===== config.mk =====
export PLATFORM = sky130hd
export DESIGN_NAME = record_mode
export DESIGN_NICKNAME = d
export VERILOG_FILES = /design/src/rtl/music_pkg.sv /design/src/rtl/key_sync.sv /design/src/rtl/record_mode.sv
export SDC_FILE = /design/constraint.sdc
export NUM_CORES = 1
export LEC_CHECK = 0
export CAP_MARGIN = 40
export CELL_PAD_IN_SITES_DETAIL_PLACEMENT = 0
export CELL_PAD_IN_SITES_GLOBAL_PLACEMENT = 1
export CORE_MARGIN = 2
export CORE_UTILIZATION = 25
export DETAILED_ROUTE_END_ITERATION = 12
export PLACE_DENSITY = 0.63
export SYNTH_ARGS = -nofsm -noshare
export SYNTH_HDL_FRONTEND = slang
export SYNTH_SLANG_ARGS = --single-unit

===== constraint.sdc =====
create_clock -name clk -period 2.27 [get_ports clk]
set_input_delay 0.454 -clock clk [delete_from_list [all_inputs] [get_ports clk]]
set_output_delay 0.454 -clock clk [all_outputs]
set_load 0.01 [all_outputs]

===== src/rtl/music_pkg.sv =====
// Shared definitions for the song buffer frame format and the recorder state machine.
// Play mode imports the same package to unpack frames.
package music_pkg;

  localparam int FRAME_W  = 10;
  localparam int NOTE_W   = 8;
  localparam int NOTE_LSB = 2;
  localparam int SHIFT_W  = 2;

  typedef enum logic [1:0] {
    IDLE   = 2'd0,
    ARMED  = 2'd1,
    RECORD = 2'd2,
    FLUSH  = 2'd3
  } rec_state_t;

  function automatic logic [FRAME_W-1:0] pack_frame(
    input logic [NOTE_W-1:0]  notes,
    input logic [SHIFT_W-1:0] shift
  );
    return {notes, shift};
  endfunction

endpackage


===== src/rtl/key_sync.sv =====
// Parameterised-width two-flop synchronizer for asynchronous key inputs.
module key_sync #(
  parameter int WIDTH = 10
) (
  input  logic             clk,
  input  logic             rst_n,
  input  logic [WIDTH-1:0] d,
  output logic [WIDTH-1:0] q
);

  logic [WIDTH-1:0] meta_q;
  logic [WIDTH-1:0] sync_q;

  // NOTE: sequential state uses non-blocking assignments so both stages
  // shift together on the same edge instead of collapsing into one flop.
  always_ff @(posedge clk or negedge rst_n) begin
    if (!rst_n) begin
      meta_q <= '0;
      sync_q <= '0;
    end else begin
      meta_q <= d;
      sync_q <= meta_q;
    end
  end

  assign q = sync_q;

endmodule


===== src/rtl/record_mode.sv =====
// Keyboard recorder: samples synced keys/shift once per note period and
// writes packed frames to the song buffer over a valid/ready port.
module record_mode
  import music_pkg::*;
#(
  parameter int PERIOD     = 100000,
  parameter int MAX_FRAMES = 4096,
  parameter int CNT_W      = 20
) (
  input  logic         clk,
  input  logic         rst_n,
  input  logic         rec_start,
  input  logic         rec_stop,
  input  logic [7:0]   keys,
  input  logic [1:0]   shift,
  input  logic         wr_ready,
  output logic         wr_en,
  output logic [9:0]   wr_data,
  output logic         busy,
  output logic [15:0]  frame_count,
  output logic         overflow
);

  logic [FRAME_W-1:0] sample;
  logic [NOTE_W-1:0]  sample_keys;

  key_sync #(.WIDTH(FRAME_W)) u_key_sync (
    .clk   (clk),
    .rst_n (rst_n),
    .d     (pack_frame(keys, shift)),
    .q     (sample)
  );

  assign sample_keys = sample[FRAME_W-1:NOTE_LSB];

  rec_state_t         state_q, state_d;
  logic [CNT_W-1:0]   cnt_q, cnt_d;
  logic               pending_q, pending_d;
  logic [FRAME_W-1:0] data_q, data_d;
  logic [15:0]        count_q, count_d;
  logic               overflow_q, overflow_d;

  logic xfer;
  logic tick;
  logic full;

  assign xfer = pending_q & wr_ready;
  assign tick = (cnt_q == CNT_W'(PERIOD - 1));
  // A pending frame already owns a buffer slot, so it counts toward capacity.
  assign full = ({1'b0, count_q} + {16'd0, pending_q}) >= 17'(MAX_FRAMES);

  // NOTE: every signal gets a default before the case so no path leaves it
  // unassigned, which would otherwise infer a latch.
  always_comb begin
    state_d    = state_q;
    cnt_d      = cnt_q;
    pending_d  = pending_q;
    data_d     = data_q;
    count_d    = count_q;
    overflow_d = overflow_q;

    if (xfer) begin
      pending_d = 1'b0;
      if (count_q != 16'(MAX_FRAMES)) begin
        count_d = count_q + 16'd1;
      end
    end

    case (state_q)
      IDLE: begin
        if (rec_start && !rec_stop) begin
          state_d    = ARMED;
          cnt_d      = '0;
          pending_d  = 1'b0;
          count_d    = '0;
          overflow_d = 1'b0;
        end
      end

      ARMED: begin
        if (rec_stop) begin
          state_d = IDLE;
        end else if (sample_keys != '0) begin
          state_d   = RECORD;
          pending_d = 1'b1;
          data_d    = sample;
          cnt_d     = '0;
        end
      end

      RECORD: begin
        cnt_d = tick ? '0 : cnt_q + CNT_W'(1);
        if (full) begin
          state_d = FLUSH;
        end else begin
          // A transfer on the tick edge frees the slot for the new sample.
          if (tick) begin
            if (!pending_q || xfer) begin
              pending_d = 1'b1;
              data_d    = sample;
            end else begin
              overflow_d = 1'b1;
            end
          end
          if (rec_stop) begin
            state_d = FLUSH;
          end
        end
      end

      FLUSH: begin
        if (!pending_q) begin
          state_d = IDLE;
        end
      end

      default: state_d = IDLE;
    endcase
  end

  always_ff @(posedge clk or negedge rst_n) begin
    if (!rst_n) begin
      state_q    <= IDLE;
      cnt_q      <= '0;
      pending_q  <= 1'b0;
      data_q     <= '0;
      count_q    <= '0;
      overflow_q <= 1'b0;
    end else begin
      state_q    <= state_d;
      cnt_q      <= cnt_d;
      pending_q  <= pending_d;
      data_q     <= data_d;
      count_q    <= count_d;
      overflow_q <= overflow_d;
    end
  end

  assign wr_en       = pending_q;
  assign wr_data     = data_q;
  assign busy        = (state_q != IDLE);
  assign frame_count = count_q;
  assign overflow    = overflow_q;

endmodule

==> summary.md <==
| Metric | Value |
|---|---|
| Average wire per standard cell | 12.8 µm |
| Avg Inst Size Synth | 10.9 µm² |
| Xor/xnor cell area share of the yosys netlist | 0.0778 |
| Type of destination of the critical path | flop |
| Area growth syn-to-layout | 41.5% |
| Worst min-delay path category | input pin to async pin |
| Unique masters post-synth | 43 |
| Pins Over Slew Limit | 0 |
| Compound-Gate Fraction of Synth Area | 0.0603 |
| Final critical path time including I/O delays and setup | 2.21 ns |
| # rows | 41 |
| Crit path max-delay cell type | sky130_fd_sc_hd__or4_4 |
| Number of gates on the worst path with buffers counted | 6 |
| Die height | 116 µm |
| Worst clock skew | 0.00589 ns |
| Main synth FF type | sky130_fd_sc_hd__dfrtp_1 |
| Effective utilization at floorplan | 0.253 |
| Crit-path leading delay family | simple AND/OR/NAND/NOR gates |
| Pwr/cell area | 910 nW/µm² |
| Upper clock frequency limit | 452 MHz |
| Number of global-route vias before repair | 2,509 |
| RSZ-0062 raised after global routing | true |
| Dominant cell by count in the synthesized netlist | sky130_fd_sc_hd__dfrtp_1 |
| Proportion of synthesized area in mux cells | 0.0452 |
| Bufs and invs on worst path | 1 |
| Total routing resource utilization after global routing | 0.117 |
| Critical-path maximum fanout | 10 |
| Clk pin slew, worst setup/hold paths | 0.06 ns |
| Fillcell total | 1,273 |
| Number of buffers inserted during clock tree synthesis | 9 |
| Routed WL | 7200 µm |
| CTS Buffer Depth | 2 |
| # Max-Cap Violations | 0 |
| TritonRoute pass-1 iters | 4 |
| Worst-skew pair later-pin latency | 0.33 ns |
| Ratio of cells with drive above 1 in the final layout | 0.229 |
| Proportion of netlist area held by the largest area contributor | 0.556 |
| Half-perimeter wire length of the detailed placement result | 5260 µm |
| Clock tree from TritonCTS | done |
| Total via count in the routed design | 2,448 |
| Leakage dissipation | 1.89 nW |
| Critical path required time | 2.48 ns |
| Final period util | 0.975 |
| Post-synth net total | 309 |
| Netlist Area Pre-Place | 3150 µm² |
| Final-stage net count | 404 |
| Data arrival at the endpoint of the critical path | 2.42 ns |
| Number of flops mapped to enable cells by yosys | 0 |
| Placeable core region | 12,500 µm² |
| Number of diodes | 0 |
| Share of synthesized cell area in full adder, half adder and majority cells | 0.0198 |
| Largest cells by area after synthesis | sky130_fd_sc_hd__dfrtp_1 (56%), sky130_fd_sc_hd__nor2_1 (5.2%), sky130_fd_sc_hd__xnor2_1 (5.0%) |
| Worst-case vdd ir drop | 0.000525 V |
| Die X | 116 µm |
| Proportion of register bits with asynchronous set or reset after synthesis | 1.00 |
| End-of-flow core utilization | 0.358 |
| Count of endpoints failing setup in the final report | 0 |
| Sort of element at the start of the critical path | flop |
| Number of port buffers | 43 |
| Most area-hungry cell type in the Yosys netlist | sky130_fd_sc_hd__dfrtp_1 |
| Clock Root Buffer | sky130_fd_sc_hd__clkbuf_16 |
| Remaining design rule violation count | 0 |
| Critical Path Max Stage Delay | 0.57 ns |
| Antenna violations before repair | 0 |
| Portion of the post-synthesis area used by sequential elements | 0.556 |
| Pin count of the biggest net entering global routing | 58 |
| Hold Fails Final Rpt | 0 |
| Count of state elements after synthesis | 70 |
| Global-route wire length before repair | 12,100 µm |
| Drt first-iter violations | 77 |
| Post-synth top cells | sky130_fd_sc_hd__dfrtp_1 (70), sky130_fd_sc_hd__nor2_1 (44), sky130_fd_sc_hd__nand2_1 (22) |
| Combinational family with the most area after synthesis | simple AND/OR/NAND/NOR gates |
| DRT antenna net count | 0 |
| Number of instances in the synthesized netlist | 289 |
| Number of cells after detailed placement | 543 |
| Number of ports placed on the die boundary | 44 |
| Measured slew at the worst slew-check pin | 0.401 ns |
| Area of all sequential standard cells | 1750 µm² |
| Accumulated negative setup slack | 0 ns |
| Synthesized-area fraction occupied by and/or/nand/nor cells | 0.223 |
| Footprint of the multi-input gates | 1370 µm² |
| Global placement routability congestion | 0.796 |
| Max transition margin | 0.730 |
| Area of the die | 13,500 µm² |
| Cells along the critical path | or4_4, nor4_4, nand4_1, o21ai_4, buf_12, mux2_2 |
| H-Tree Level Count | 3 |
| Reg2Reg Depth | 6 |
| Number of clock sinks | 70 |
| Count of synthesis-stage warnings from yosys | 0 |
| Type of the worst setup path | flop to flop |
| Post-detailed-route via-to-cell ratio | 4.36 |
| Remaining global-route overflow | 0 |
| Status | complete, no violations |
| Number of non-filler instances in the completed layout | 561 |
-- placed cells by master, fill, tap and decap left out, types with 2 or more instances in the layout --
cell type / n
sky130_fd_sc_hd__clkinv_4: 2
sky130_fd_sc_hd__nand3_1: 11
sky130_fd_sc_hd__nor2b_1: 2
sky130_fd_sc_hd__nand2b_1: 3
sky130_fd_sc_hd__o31ai_1: 3
sky130_fd_sc_hd__ha_1: 5
sky130_fd_sc_hd__buf_12: 3
sky130_fd_sc_hd__or2_2: 3
sky130_fd_sc_hd__o21ai_0: 9
sky130_fd_sc_hd__or2b_2: 2
sky130_fd_sc_hd__nor3_1: 5
sky130_fd_sc_hd__clkinvlp_4: 2
sky130_fd_sc_hd__a21oi_1: 5
sky130_fd_sc_hd__nor4_2: 3
sky130_fd_sc_hd__nor4_1: 5
sky130_fd_sc_hd__nor2_1: 44
sky130_fd_sc_hd__nand4_1: 13
sky130_fd_sc_hd__dfrtp_1: 70
sky130_fd_sc_hd__nand2_1: 22
sky130_fd_sc_hd__mux2_2: 9
sky130_fd_sc_hd__and2_1: 3
sky130_fd_sc_hd__and3_1: 10
sky130_fd_sc_hd__xor2_1: 10
sky130_fd_sc_hd__buf_4: 42
sky130_fd_sc_hd__clkbuf_16: 9
sky130_fd_sc_hd__mux2i_1: 3
sky130_fd_sc_hd__clkdlybuf4s50_1: 42
sky130_fd_sc_hd__inv_1: 7
sky130_fd_sc_hd__or4_2: 2
sky130_fd_sc_hd__nor4b_1: 2
sky130_fd_sc_hd__xnor2_1: 18
-- sequential cells by signal (all words and copies together), names as in the netlist, named ones only --
register	flops
overflow	1
u_key_sync.q	10
state_q	1
wr_en	1
u_key_sync.meta_q	10
frame_count	16
wr_data	10
cnt_q	20
-- path summary, 6_finish.rpt --
check                                               start                         to  slack [ns]
max reg2reg                         cnt_q[13]$_DFFE_PN0P_     wr_data[9]$_DFFE_PN0P_        0.06
max in group asynchronous                           rst_n     wr_data[5]$_DFFE_PN0P_        1.61
max                                 cnt_q[13]$_DFFE_PN0P_     wr_data[9]$_DFFE_PN0P_        0.06
min                                                 rst_n   frame_count[2]$_DFF_PN0_        0.05
min in group clk           u_key_sync.meta_q[3]$_DFF_PN0_  u_key_sync.q[3]$_DFF_PN0_        0.35
min reg2reg                u_key_sync.meta_q[3]$_DFF_PN0_  u_key_sync.q[3]$_DFF_PN0_        0.35
-- per-layer routing --
| layer | up-vias | wire, µm | global-route usage | part of all wire |
|---|---|---|---|---|
| li1 | 1194 | - | - | - |
| met1 | 1191 | 3490 | 0.155 | 0.48 |
| met2 | 55 | 3290 | 0.182 | 0.46 |
| met3 | 8 | 320 | 0.0343 | 0.044 |
| met4 | 0 | 102 | 0.0437 | 0.014 |
| met5 | - | 0 | 0 | 0 |
-- stage by stage --
| step | total power [mW] | cell area [µm²] | hold WS, ns | setup WS, ns |
|---|---|---|---|---|
| global placement | 2.68 | 4120 | 0.332 | -0.186 |
| global route | 4.31 | 4460 | 0.0706 | -0.0848 |
| floorplan | 2.09 | 3150 | 0.158 | 0.0119 |
| CTS | 4.13 | 4420 | 0.0580 | 0.00106 |
| detailed placement | 2.69 | 4120 | 0.335 | -0.223 |
| finish | 4.06 | 4460 | 0.0486 | 0.0576 |
-- report_power, final --
group          internal, mW  switching, mW
Clock                 0.858          0.540
Sequential             1.42          0.129
Combinational         0.606          0.503
-- layout make-up --
type	count	area share
clock inverters	6	0.0160
well taps	172	0.0482
inverters	7	0.00589
clock buffers	10	0.0513
repair buffers	88	0.179
flip-flops and latches	70	0.393
multi-input cells	208	0.307
-- repair_timing --
| item | CTS | global route |
|---|---|---|
| buffers inserted | 0 | 2 |
| hold endpoints to repair | 0 | 0 |
| endpoints found under the setup margin | 0 | 10 |
| resized for setup | 0 | 4 |
| hold buffers | 0 | 0 |
-- kinds of logic (layout without fill, tap and decap cells) --
kind of cell,after synthesis,after routing
DFF,70,70
and+or+nand+nor,136,136
muxes,13,13
AOI/OAI and AO/OA,26,26
adders and majority gates,5,5
xor gates and xnor gates,28,28
buffers and inverters,11,111
(Power assumes the default switching activity.)
